===== config.mk =====
export PLATFORM = sky130hd
export DESIGN_NAME = display_scan_mux
export DESIGN_NICKNAME = d
export VERILOG_FILES = /design/src/rtl/display_scan_mux.sv
export SDC_FILE = /design/constraint.sdc
export NUM_CORES = 1
export LEC_CHECK = 0
export CORE_MARGIN = 2
export CORE_UTILIZATION = 52
export DETAILED_ROUTE_END_ITERATION = 10
export PLACE_DENSITY = 0.77
export SYNTH_ARGS = -nofsm -noshare
export SYNTH_HDL_FRONTEND = slang
export SYNTH_SLANG_ARGS = --single-unit

===== constraint.sdc =====
create_clock -name clk -period 1.9 [get_ports clk]
set_input_delay 0.19 -clock clk [delete_from_list [all_inputs] [get_ports clk]]
set_output_delay 0.19 -clock clk [all_outputs]
set_load 0.03 [all_outputs]

===== src/rtl/display_scan_mux.sv =====
// Four-digit BCD scan multiplexer: dead time, frame-coherent capture, leading-zero blanking.
// Optional digit blinking is compiled in with `define DISP_BLINK_EN.
module display_scan_mux #(
    parameter int REFRESH_DIV  = 100000,
    parameter int BLANK_CYCLES = 1000,
    parameter int BLINK_FRAMES = 100
) (
    input  logic        clk,
    input  logic        reset,
    input  logic [15:0] digits,
    input  logic [3:0]  dp_in,
    input  logic        lz_en,
    input  logic [3:0]  blink_mask,
    output logic [3:0]  led,
    output logic [3:0]  an,
    output logic        dp
);

    localparam int CW = (REFRESH_DIV > 1) ? $clog2(REFRESH_DIV) : 1;
    localparam logic [CW-1:0] CNT_LAST  = CW'(REFRESH_DIV - 1);
    localparam logic [CW-1:0] CNT_BLANK = CW'(BLANK_CYCLES);

    logic [CW-1:0] cnt;
    logic [1:0]    idx;
    logic [15:0]   snapshot;
    logic [3:0]    dp_snap;

    logic          slot_end;
    logic          frame_start;
    logic          blink_hide;
    logic [3:0]    sup;
    logic [3:0]    nib;
    logic [3:0]    led_nxt;
    logic [3:0]    an_nxt;
    logic          dp_nxt;

    assign slot_end    = (cnt == CNT_LAST);
    assign frame_start = (idx == 2'd0) && (cnt == '0);

`ifdef DISP_BLINK_EN
    localparam int FW = $clog2(BLINK_FRAMES + 1);
    localparam logic [FW-1:0] FRAME_LAST = FW'(BLINK_FRAMES - 1);

    logic [FW-1:0] frame_cnt;
    logic          blink_phase;

    always_ff @(posedge clk) begin
        if (reset) begin
            frame_cnt   <= '0;
            blink_phase <= 1'b1;
        end else if (slot_end && (idx == 2'd3)) begin
            if (frame_cnt == FRAME_LAST) begin
                frame_cnt   <= '0;
                blink_phase <= ~blink_phase;
            end else begin
                frame_cnt <= frame_cnt + 1'b1;
            end
        end
    end

    // mask is live so the field can change without waiting a frame
    assign blink_hide = ~blink_phase & blink_mask[idx];
`else
    logic unused_blink;
    assign unused_blink = ^blink_mask;
    assign blink_hide   = 1'b0;
`endif

    // a digit is dark only while every digit to its left is also zero
    always_comb begin
        sup    = 4'b0000;
        sup[3] = lz_en && (snapshot[15:12] == 4'h0);
        sup[2] = sup[3] && (snapshot[11:8] == 4'h0);
        sup[1] = sup[2] && (snapshot[7:4] == 4'h0);
    end

    always_comb begin
        nib     = 4'hF;
        led_nxt = 4'hF;
        an_nxt  = 4'b1111;
        dp_nxt  = 1'b1;
        case (idx)
            2'd0:    nib = snapshot[3:0];
            2'd1:    nib = snapshot[7:4];
            2'd2:    nib = snapshot[11:8];
            default: nib = snapshot[15:12];
        endcase
        if (!(cnt < CNT_BLANK) && !blink_hide) begin
            an_nxt  = ~(4'b0001 << idx);
            led_nxt = sup[idx] ? 4'hF : nib;
            dp_nxt  = ~dp_snap[idx];
        end
    end

    always_ff @(posedge clk) begin
        if (reset) begin
            cnt      <= '0;
            idx      <= 2'd0;
            snapshot <= 16'h0000;
            dp_snap  <= 4'b0000;
            led      <= 4'hF;
            an       <= 4'b1111;
            dp       <= 1'b1;
        end else begin
            cnt <= slot_end ? '0 : cnt + 1'b1;
            if (slot_end) begin
                idx <= idx + 2'd1;
            end
            if (frame_start) begin
                snapshot <= digits;
                dp_snap  <= dp_in;
            end
            led <= led_nxt;
            an  <= an_nxt;
            dp  <= dp_nxt;
        end
    end

endmodule


==> summary.md, run 1 <==
| Metric | Value |
|---|---|
| YS warnings | 0 |
| Post-Route WL | 4720 um |
| Setup TNS | 0 ns |
| Hold Path Sink | dp_snap[2] |
| Pins over their slew limit | 0 |
| Clk root buf | clkbuf_8 |
| Ports | 36 |
| GRT Resource Usage Total | 0.222 |
| First-pass DRT Iterations | 5 |
| Critical path data required time | 2.13 ns |
| Mux cell area share after synthesis | 0.0107 |
| Seq cells post-synth | 48 |
| Clk_lat worst skew | 0.30 ns |
| R2r setup slk | 0.23 ns |
| WHS Path Cells | 3 |
| # DRC | 0 |
| Max stage delay on crit path | 0.34 ns |
| Num CTS Buffers | 5 |
| Number of global-route vias before repair | 1619 |
| Hold Startpoint | dp_in[2] |
| Die Wd | 67.8 um |
| Worst Clk Skew | 0.00466 ns |
| Iteration-0 DRC Markers | 212 |
| Synth Cell Area | 0.00211 sq mm |
| Largest net degree at the start of global routing | 25 |
| Max-slew headroom | 0.591 |
| CTS Buffer Depth | 2 |
| Post-synth EDFFs | 0 |
| Delay-heaviest family, CP | simple AND/OR/NAND/NOR gates |
| First-pass GRT wire length | 7600 um |
| Yosys top cell by area | dfxtp_1 |
| Critical path cell sequence | inv_1, ha_1, nor3b_1, and3_1, buf_4, nand3_1, a21oi_1 |
| Clock sink total | 48 |
| Most common cell in the netlist | dfxtp_1 |
| RSZ-0062 raised after global routing | no |
| CP max stage cell | dfxtp_1 |
| Antenna Nets Post-Route | 0 |
| Min cycle time layout | 1.67 ns |
| Top post-synthesis cells by area | dfxtp_1, a21oi_1, nand3_1, o21ai_0, xor2_1 |
| Peak VDD IR | 0.506 mV |
| Synth Area in Adders | 0.0414 |
| IO buf count | 31 |
| DR vias | 1824 |
| GPL Wtd Cong | 0.892 |
| WP data arrival | 1.89 ns |
| Reg2reg path depth | 7 |
| Main combinational cell family by area after synthesis | simple AND/OR/NAND/NOR gates |
| Critical path class | reg -> reg |
| Top-area cell type share of the netlist area | 0.454 |
| Core Rows | 23 |
| Simple-gate share of the synthesized area | 0.219 |
| Mapped Nets | 273 |
| Synth Area in Compound Gates | 0.178 |
| Yosys cell types | 34 |
| Antenna Cells | 0 |
| Lkg Pwr | 0.941 nW |
| Layout cell share with drive strength beyond 1 | 0.0855 |
| Critical path capture point type | flop |
| Core area | 0.00394 sq mm |
| Die Span Y | 67.8 um |
| RR Startpoint | cnt[0] |
| Crit Path Max Fanout | 20 |
| Vias/cell | 5.72 |
| DP HPWL | 3310 um |
| Initial antenna violation count | 0 |
| H-tree Lvls | 2 |
| Endpoints failing setup | 0 |
| Fmax | 599 MHz |
| Buffers & Inverters on Critical Path | 2 |
| Die area | 0.00459 sq mm |
| Post-Synthesis Cells | 239 |
| Endpoints failing hold | 0 |
| Worst slew pin tran | 0.613 ns |
| Synth Area in XOR/XNOR | 0.0497 |
| Ys async rst share | 0 |
| RR Endpoint | snapshot[11] |
| Final period util | 0.878 |
| Max-cap viol count | 0 |
| Startpoint class of the critical path | flop |
| Layout Nets | 304 |
| CTS Hold Bufs | 0 |
| Syn_area_per_cell | 8.85 sq um |
| Layout area overhead | 22.5% |
| Status | complete, no violations |
| Main flop type after synthesis | dfxtp_1 |
| FILL cells | 365 |
| Sequential share of the synthesized area | 0.454 |
| Leading cell types by count after synthesis | dfxtp_1, a21oi_1, nand3_1 |
| Clk pin slew, worst setup/hold paths | 0.08 ns |
| Initial Utilization | 0.536 |
| WL/cell | 14.8 um |
| CTS tree | done |
| Final Util | 0.657 |
| Overflow after GRT | 0 |
| Pwr dens | 767 mW/mm^2 |
| Hold Path Class | in -> reg |
[repair_timing]
| action | in CTS | in global routing |
|---|---|---|
| gates resized for setup | 0 | 1 |
| setup endpoints to repair | 0 | 1 |
| endpoints found under the hold margin | 0 | 0 |
| buffers inserted | 0 | 0 |
[stage by stage]
stage / hold WS, ns / std cells / instance area [sq um] / setup slack (ns) / power (mW)
after global routing: 0.452 / 319 / 2590 / 0.0657 / 2.07
final: 0.454 / 319 / 2590 / 0.231 / 1.99
after global placement: 0.441 / 313 / 2490 / 0.258 / 1.31
after detailed placement: 0.455 / 313 / 2490 / 0.174 / 1.32
after CTS: 0.440 / 319 / 2580 / 0.144 / 2.01
after floorplan: 0.342 / 239 / 2110 / 0.265 / 1.22
[report_power, final]
group | total (mW) | internal [mW] | switching, mW | leakage [nW]
combinational | 0.213 | 0.109 | 0.104 | 0.500
sequential | 1.08 | 1.05 | 0.0315 | 0.391
clock | 0.693 | 0.378 | 0.315 | 0.0501
total | 1.99 | 1.54 | 0.450 | 0.941
[state kept, by name, indices dropped and copies added (netlist names)]
name,cells
dp_snap,4
led,4
dp,1
snapshot,16
cnt,17
idx,2
an,4
[placed cells by master (no fill, tap or decap), types with 2 or more instances in the layout]
cell type        count
a21oi_1             25
a222oi_1             4
and2_1               3
and3_1               3
and4_1               3
buf_4               10
clkbuf_8             5
clkdlybuf4s50_1     31
dfxtp_1             48
ha_1                 7
inv_1                6
nand2_1             13
nand3_1             25
nand4_1              8
nor2_1              14
nor3_1               4
o2111ai_1            4
o211ai_1             2
o21ai_0             24
or3_1                5
or4_1                2
xor2_1              11
[area by class of cell]
type                            instances  area [sq um]  area share
Inverter                                6          22.5     0.00869
Sequential cell                        48           961       0.371
Multi-Input combinational cell        168          1060       0.409
Tap cell                               50          62.6      0.0241
Timing Repair Buffer                   41           385       0.149
Clock inverter                          1          30.0      0.0116
Clock buffer                            5          68.8      0.0266
[worst max-delay path by stage]
stage          startpoint           end  slack [ns]  depth (start not counted)
2_1_floorplan      idx[0]    dp_snap[3]        0.27                          7
3_3_place_gp       idx[0]  snapshot[11]        0.26                          7
3_5_place_dp       idx[0]  snapshot[11]        0.17                          7
4_1_cts            idx[0]  snapshot[11]        0.14                          7
5_1_grt            cnt[0]  snapshot[11]        0.07                          7
6_report           cnt[0]  snapshot[11]        0.23                          7
[worst reg2reg max path: cells and delay by family, from the launching register on]
kind                       cells  cell delay (ns)
and+or+nand+nor                3             0.64
DFF                            1             0.34
buffers and inverters          2             0.30
adders and majority gates      1             0.17
AOI/OAI and AO/OA              1             0.17
[routing by layer]
metal  track usage  wire (um)  vias up
li1              -          -      922
met1         0.280       2120      848
met2         0.366       2320       45
met3        0.0500        183        9
met4        0.0875         89        0
met5             0          0        -
[cell families after synthesis]
family,after synthesis
buffers and inverters,23
AOI/OAI and AO/OA,63
adders and majority gates,7
xor gates and xnor gates,12
and+or+nand+nor,85
DFF,48
muxes,1
Note: power is estimated with default switching activity, not from simulation.
==> run 2: changes to the inputs <==
--- a/config.mk
+++ b/config.mk
@@ -9,6 +9,7 @@
 export CORE_UTILIZATION = 52
 export DETAILED_ROUTE_END_ITERATION = 10
 export PLACE_DENSITY = 0.77
+export REMOVE_ABC_BUFFERS = 1
 export SYNTH_ARGS = -nofsm -noshare
 export SYNTH_HDL_FRONTEND = slang
 export SYNTH_SLANG_ARGS = --single-unit
==> run 2 against run 1 <==
  * Sequential share of layout area decreased by 0.46 points
  * Clock skew up 0.0020 ns
  * Fmax up 3.7%
  * Sequential power barely moved
  * Via count up 1.6%
  * Critical path type unchanged
  * Highest routed layer unchanged
==> summary.md, run 2 (synthesis results as in run 1) <==
| Metric | Value |
|---|---|
| Status | complete, no violations |
| Worst Clk Skew | 0.00663 ns |
| Min cycle time layout | 1.61 ns |
| Most flop-heavy register | cnt |
| M1 wire length | 2120 um |
| WHS Path Cells | 3 |
| Peak VDD IR | 0.388 mV |
| Max reg flops | 17 |
| Initial antenna violation count | 0 |
| Iteration-0 DRC Markers | 142 |
| FILL cells | 329 |
| Core Rows | 23 |
| Critical path cell sequence | ha_1, and4_1, buf_4, nand2_1, or3_1, a21oi_1 |
| CP max stage cell | dfxtp_1 |
| Antenna Cells | 0 |
| Buffers & Inverters on Critical Path | 1 |
| Die area | 0.00459 sq mm |
| Clk root buf | clkbuf_8 |
| IO buf count | 31 |
| Max stage delay on crit path | 0.37 ns |
| Pwr dens | 773 mW/mm^2 |
| CTS Buffer Depth | 2 |
| Most common cell after layout, fill and taps aside | dfxtp_1 |
| Critical path data required time | 2.14 ns |
| Ports | 36 |
| # Post-CTS Setup Buffers | 0 |
| Max-cap viol count | 0 |
| Commonest non-fill, non-tap cells in the layout | dfxtp_1, clkdlybuf4s50_1, a21oi_1, nand3_1, o21ai_0 |
| WL/cell | 13.9 um |
| Clk_lat worst skew | 0.31 ns |
| Clk pin slew, worst setup/hold paths | 0.09 ns |
| Die Wd | 67.8 um |
| Startpoint class of the critical path | flop |
| Wire length on met2 | 1970 um |
| Fmax | 622 MHz |
| Worst slew pin tran | 0.550 ns |
| H-tree Lvls | 2 |
| Layout cell share with drive strength beyond 1 | 0.0956 |
| CTS tree | done |
| Num CTS Buffers | 5 |
| DP HPWL | 3180 um |
| Layout Nets | 305 |
| Overflow after GRT | 0 |
| GRT Resource Usage Total | 0.220 |
| Largest net degree at the start of global routing | 25 |
| Met3 WL | 316 um |
| DR top layer | met4 |
| Layout area overhead | 24.1% |
| Endpoints failing setup | 0 |
| Critical path class | reg -> reg |
| WP data arrival | 1.85 ns |
| GPL Wtd Cong | 0.859 |
| Initial Utilization | 0.536 |
| Critical path capture point type | flop |
| Vias/cell | 5.75 |
| Reg2reg path depth | 6 |
| RSZ-0062 raised after global routing | no |
| First-pass DRT Iterations | 6 |
| Pins over their slew limit | 0 |
| Largest regs | cnt: 17 flops, snapshot: 16 flops |
| CP Depth | 6 |
| # DRC | 0 |
| Max-slew headroom | 0.633 |
| Post-Route WL | 4460 um |
| Number of global-route vias before repair | 1605 |
| Delay-heaviest family, CP | simple AND/OR/NAND/NOR gates |
| Final period util | 0.847 |
| Antenna Nets Post-Route | 0 |
| Hold Path Class | in -> reg |
| Die Span Y | 67.8 um |
| Lkg Pwr | 0.955 nW |
| Endpoints failing hold | 0 |
| First-pass GRT wire length | 7580 um |
| Clock sink total | 48 |
| DR vias | 1853 |
| Post-layout power | 2.03 mW |
| Crit Path Max Fanout | 6 |
| Setup TNS | 0 ns |
| Core area | 0.00394 sq mm |
-- run 2: stage by stage --
| step | hold WS [ns] | utilization | cell area [sq um] | setup WS, ns | instances |
|---|---|---|---|---|---|
| finish | 0.432 | 0.666 | 2620 | 0.291 | 322 |
| global route | 0.449 | 0.666 | 2620 | 0.149 | 322 |
| global placement | 0.440 | 0.636 | 2510 | 0.303 | 314 |
| CTS | 0.438 | 0.664 | 2620 | 0.204 | 322 |
| detailed placement | 0.454 | 0.636 | 2510 | 0.242 | 314 |
| floorplan | 0.259 | - | 2040 | 0.0810 | 222 |
-- run 2: worst paths after layout --
check                           startpoint     endpoint  slack, ns
worst max-delay path                cnt[0]      cnt[16]       0.29
worst min-delay path             digits[0]  snapshot[0]       0.43
worst max register to register      cnt[0]      cnt[16]       0.29
worst min register to register      cnt[0]       cnt[0]       0.47
-- run 2: worst reg2reg max path, stage by stage (launching register included) --
cell and delay (ns):
dfxtp_1 0.37, ha_1 0.22, and4_1 0.25, buf_4 0.16
nand2_1 0.07, or3_1 0.36, a21oi_1 0.14
-- run 2: cell type report --
class                      instances  area [sq um]  area share
timing repair buffer              42           405       0.155
tap                               50          62.6      0.0238
multi-input combinational        168          1060       0.404
sequential                        48           961       0.366
inverter                           6          22.5     0.00858
clock buffer                       5          68.8      0.0262
clock inverter                     3          42.5      0.0162
-- run 2: timing repair --
item                                    4_1_cts  5_1_grt
hold buffers                                  0        0
endpoints found under the setup margin        0        1
gates resized for setup                       0        1
-- run 2: layer usage --
metal  GRT usage  vias to the layer above
li1            -                      932
met1       0.300                      862
met2       0.339                       54
met3      0.0617                        5
met4      0.0625                        0
met5           0                        -
-- run 2: report_power, final --
group          leakage (nW)  total, mW  internal, mW  switching, mW
Combinational         0.510      0.220         0.117          0.103
Clock                0.0541      0.727         0.389          0.337
Sequential            0.391       1.08          1.05         0.0311
Total                 0.955       2.03          1.56          0.472
==> run 3: changes to the inputs <==
==> constraint.sdc (replaced) <==
create_clock -name clk -period 1.58 [get_ports clk]
set_input_delay 0.158 -clock clk [delete_from_list [all_inputs] [get_ports clk]]
set_output_delay 0.158 -clock clk [all_outputs]
set_load 0.03 [all_outputs]
==> run 3 against run 2 <==
  * Global-route usage increased by 0.49 points
  * Clock skew decreased by 0.0017 ns
  * Clock-buffer cell count unchanged
  * Critical path type unchanged
  * The flow now finishes with violations (setup timing)
==> summary.md, run 3 (synthesis results as in run 1) <==
| Metric | Value |
|---|---|
| Most flop-heavy register | cnt |
| Failing checks | setup timing |
| Critical path class | reg -> reg |
| Design Area, Final | 0.00295 sq mm |
| FILL cells | 286 |
| Buffers & Inverters on Critical Path | 0 |
| Clk pin slew, worst setup/hold paths | 0.08 ns |
| DP HPWL | 3340 um |
| Worst slew pin tran | 0.384 ns |
| Final WS setup | -0.0110 ns |
| CTS Hold Bufs | 0 |
| Reg area | 968 sq um |
| Largest net degree at the start of global routing | 25 |
| Initial antenna violation count | 0 |
| RSZ-0062 raised after global routing | yes |
| Endpoints failing setup | 1 |
| WP data arrival | 1.82 ns |
| DR vias | 2007 |
| RR Startpoint | cnt[7] |
| Met1 Use GR | 0.313 |
| Critical path data required time | 1.81 ns |
| Peak VDD IR | 0.557 mV |
| Post-Route WL | 5250 um |
| Number of global-route vias before repair | 1733 |
| CTS Buffer Depth | 2 |
| Max reg flops | 17 |
| # DRC | 0 |
| Most Crowded Layer GR | met2 |
| Reg2reg path depth | 4 |
| End of the critical path | cnt[15] |
| H-tree Lvls | 2 |
| WL/cell | 15.5 um |
| Post-Place Setup Slack | -0.00266 ns |
| Antenna Cells | 0 |
| Placed cell areas | 0.00263 sq mm |
| Met2 Usage GRT | 0.342 |
| Commonest non-fill, non-tap cells in the layout | dfxtp_1, clkdlybuf4s50_1, nand3_1 |
| Die area | 0.00459 sq mm |
| Critical path capture point type | flop |
| Initial Utilization | 0.536 |
| GPL Wtd Cong | 0.832 |
| CP max stage cell | dfxtp_1 |
| Layout Nets | 322 |
| Lkg Pwr | 1.09 nW |
| Clk root buf | clkbuf_8 |
| Max-cap viol count | 0 |
| Layout cell share with drive strength beyond 1 | 0.277 |
| Hold Path Class | in -> reg |
| Critical path startpoint | cnt[7] |
| Vias/cell | 5.92 |
| Crit Path Max Fanout | 6 |
| Endpoints failing hold | 0 |
| Min cycle time layout | 1.59 ns |
| Startpoint class of the critical path | flop |
| Final period util | 1.01 |
| CTS tree | done |
| Pwr dens | 872 mW/mm^2 |
| Num CTS Buffers | 5 |
| Fmax | 629 MHz |
| Status | complete, but fails checks |
| RR Endpoint | cnt[15] |
| IO buf count | 31 |
| Clock sink total | 48 |
| Iteration-0 DRC Markers | 162 |
| Largest regs | cnt: 17 flops, snapshot: 16 flops |
| Ports | 36 |
| Antenna Nets Post-Route | 0 |
| CP Depth | 4 |
| Critical path cell sequence | and4_2, nand4_1, or3_1, a21oi_1 |
| Most common cell after layout, fill and taps aside | dfxtp_1 |
| Grt met3 use | 0.0400 |
| GRT Resource Usage Total | 0.225 |
| First-pass DRT Iterations | 5 |
| Delay-heaviest family, CP | simple AND/OR/NAND/NOR gates |
| Worst Clk Skew | 0.00489 ns |
| Max-slew headroom | 0.744 |
| Layout area overhead | 39.3% |
| Pins over their slew limit | 0 |
| First-pass GRT wire length | 7770 um |
| R2r setup slk | -0.01 ns |
| Overflow after GRT | 0 |
| Core Rows | 23 |
| Clk_lat worst skew | 0.31 ns |
| Die Wd | 67.8 um |
| Max stage delay on crit path | 0.42 ns |
| Die Span Y | 67.8 um |
| Core area | 0.00394 sq mm |
| Area of the multi-input gates | 0.00119 sq mm |
==> run 3: cell types whose count changed in the layout (fill, tap and decap cells not counted), moves of 2 or more <==
cell     delta
buf_12      +3
dfxtp_1     -6
inv_1       -2
a21oi_2     +4
inv_2       +2
o21ai_0    -20
o21ai_2    +20
buf_6       +4
dfxtp_2     +6
buf_4       +9
a21oi_1     -4
==> run 3: final cells by class <==
type / instances / share of cell area
Clock buffer: 5 / 0.0234
Clock inverter: 3 / 0.0144
Inverter: 6 / 0.00764
Multi-Input combinational cell: 168 / 0.403
Sequential cell: 48 / 0.329
Tap cell: 50 / 0.0212
Timing Repair Buffer: 59 / 0.201
==> run 3: how the worst min path moves through the flow <==
stage | from | to | depth (start not counted)
2_1_floorplan | reset | dp_snap[0] | 1
3_3_place_gp | cnt[0] | cnt[0] | 1
3_5_place_dp | cnt[0] | cnt[0] | 1
4_1_cts | dp_in[1] | dp_snap[1] | 3
5_1_grt | dp_in[1] | dp_snap[1] | 3
6_report | digits[15] | snapshot[15] | 3
==> run 3: worst min-delay path, stage by stage <==
cell and delay, ns:
clkdlybuf4s50_1 0.39, nand3_1 0.06, a21oi_1 0.05
==> run 3: metal layers <==
metal / vias up / part of all wire
met5: - / 0
met1: 956 / 0.45
li1: 976 / -
met2: 64 / 0.47
met4: 0 / 0.023
met3: 11 / 0.057
==> run 3: where the power goes <==
| part | switching [mW] | leakage, nW | internal [mW] |
|---|---|---|---|
| clock network | 0.417 | 0.0541 | 0.468 |
| registers | 0.0477 | 0.394 | 1.26 |
| logic | 0.171 | 0.642 | 0.203 |
| total | 0.636 | 1.09 | 1.93 |
==> run 3: what timing repair did <==
action,4_1_cts,5_1_grt
resized for setup,1,71
pin swaps,0,15
cloned,0,3
hold endpoints to repair,0,0
setup buffers,0,3
setup endpoints to repair,20,40
==> run 3: metrics by stage <==
| stage | hold WS, ns | cells | TNS [ns] | total power, mW | util |
|---|---|---|---|---|---|
| global route | 0.422 | 339 | -1.57 | 2.66 | 0.747 |
| CTS | 0.406 | 333 | 0 | 2.47 | 0.696 |
| detailed placement | 0.458 | 325 | -0.00266 | 1.60 | 0.666 |
| global placement | 0.441 | 325 | 0 | 1.60 | 0.666 |
| finish | 0.406 | 339 | -0.0110 | 2.57 | 0.747 |
| floorplan | 0.227 | 222 | -5.07 | 1.45 | - |
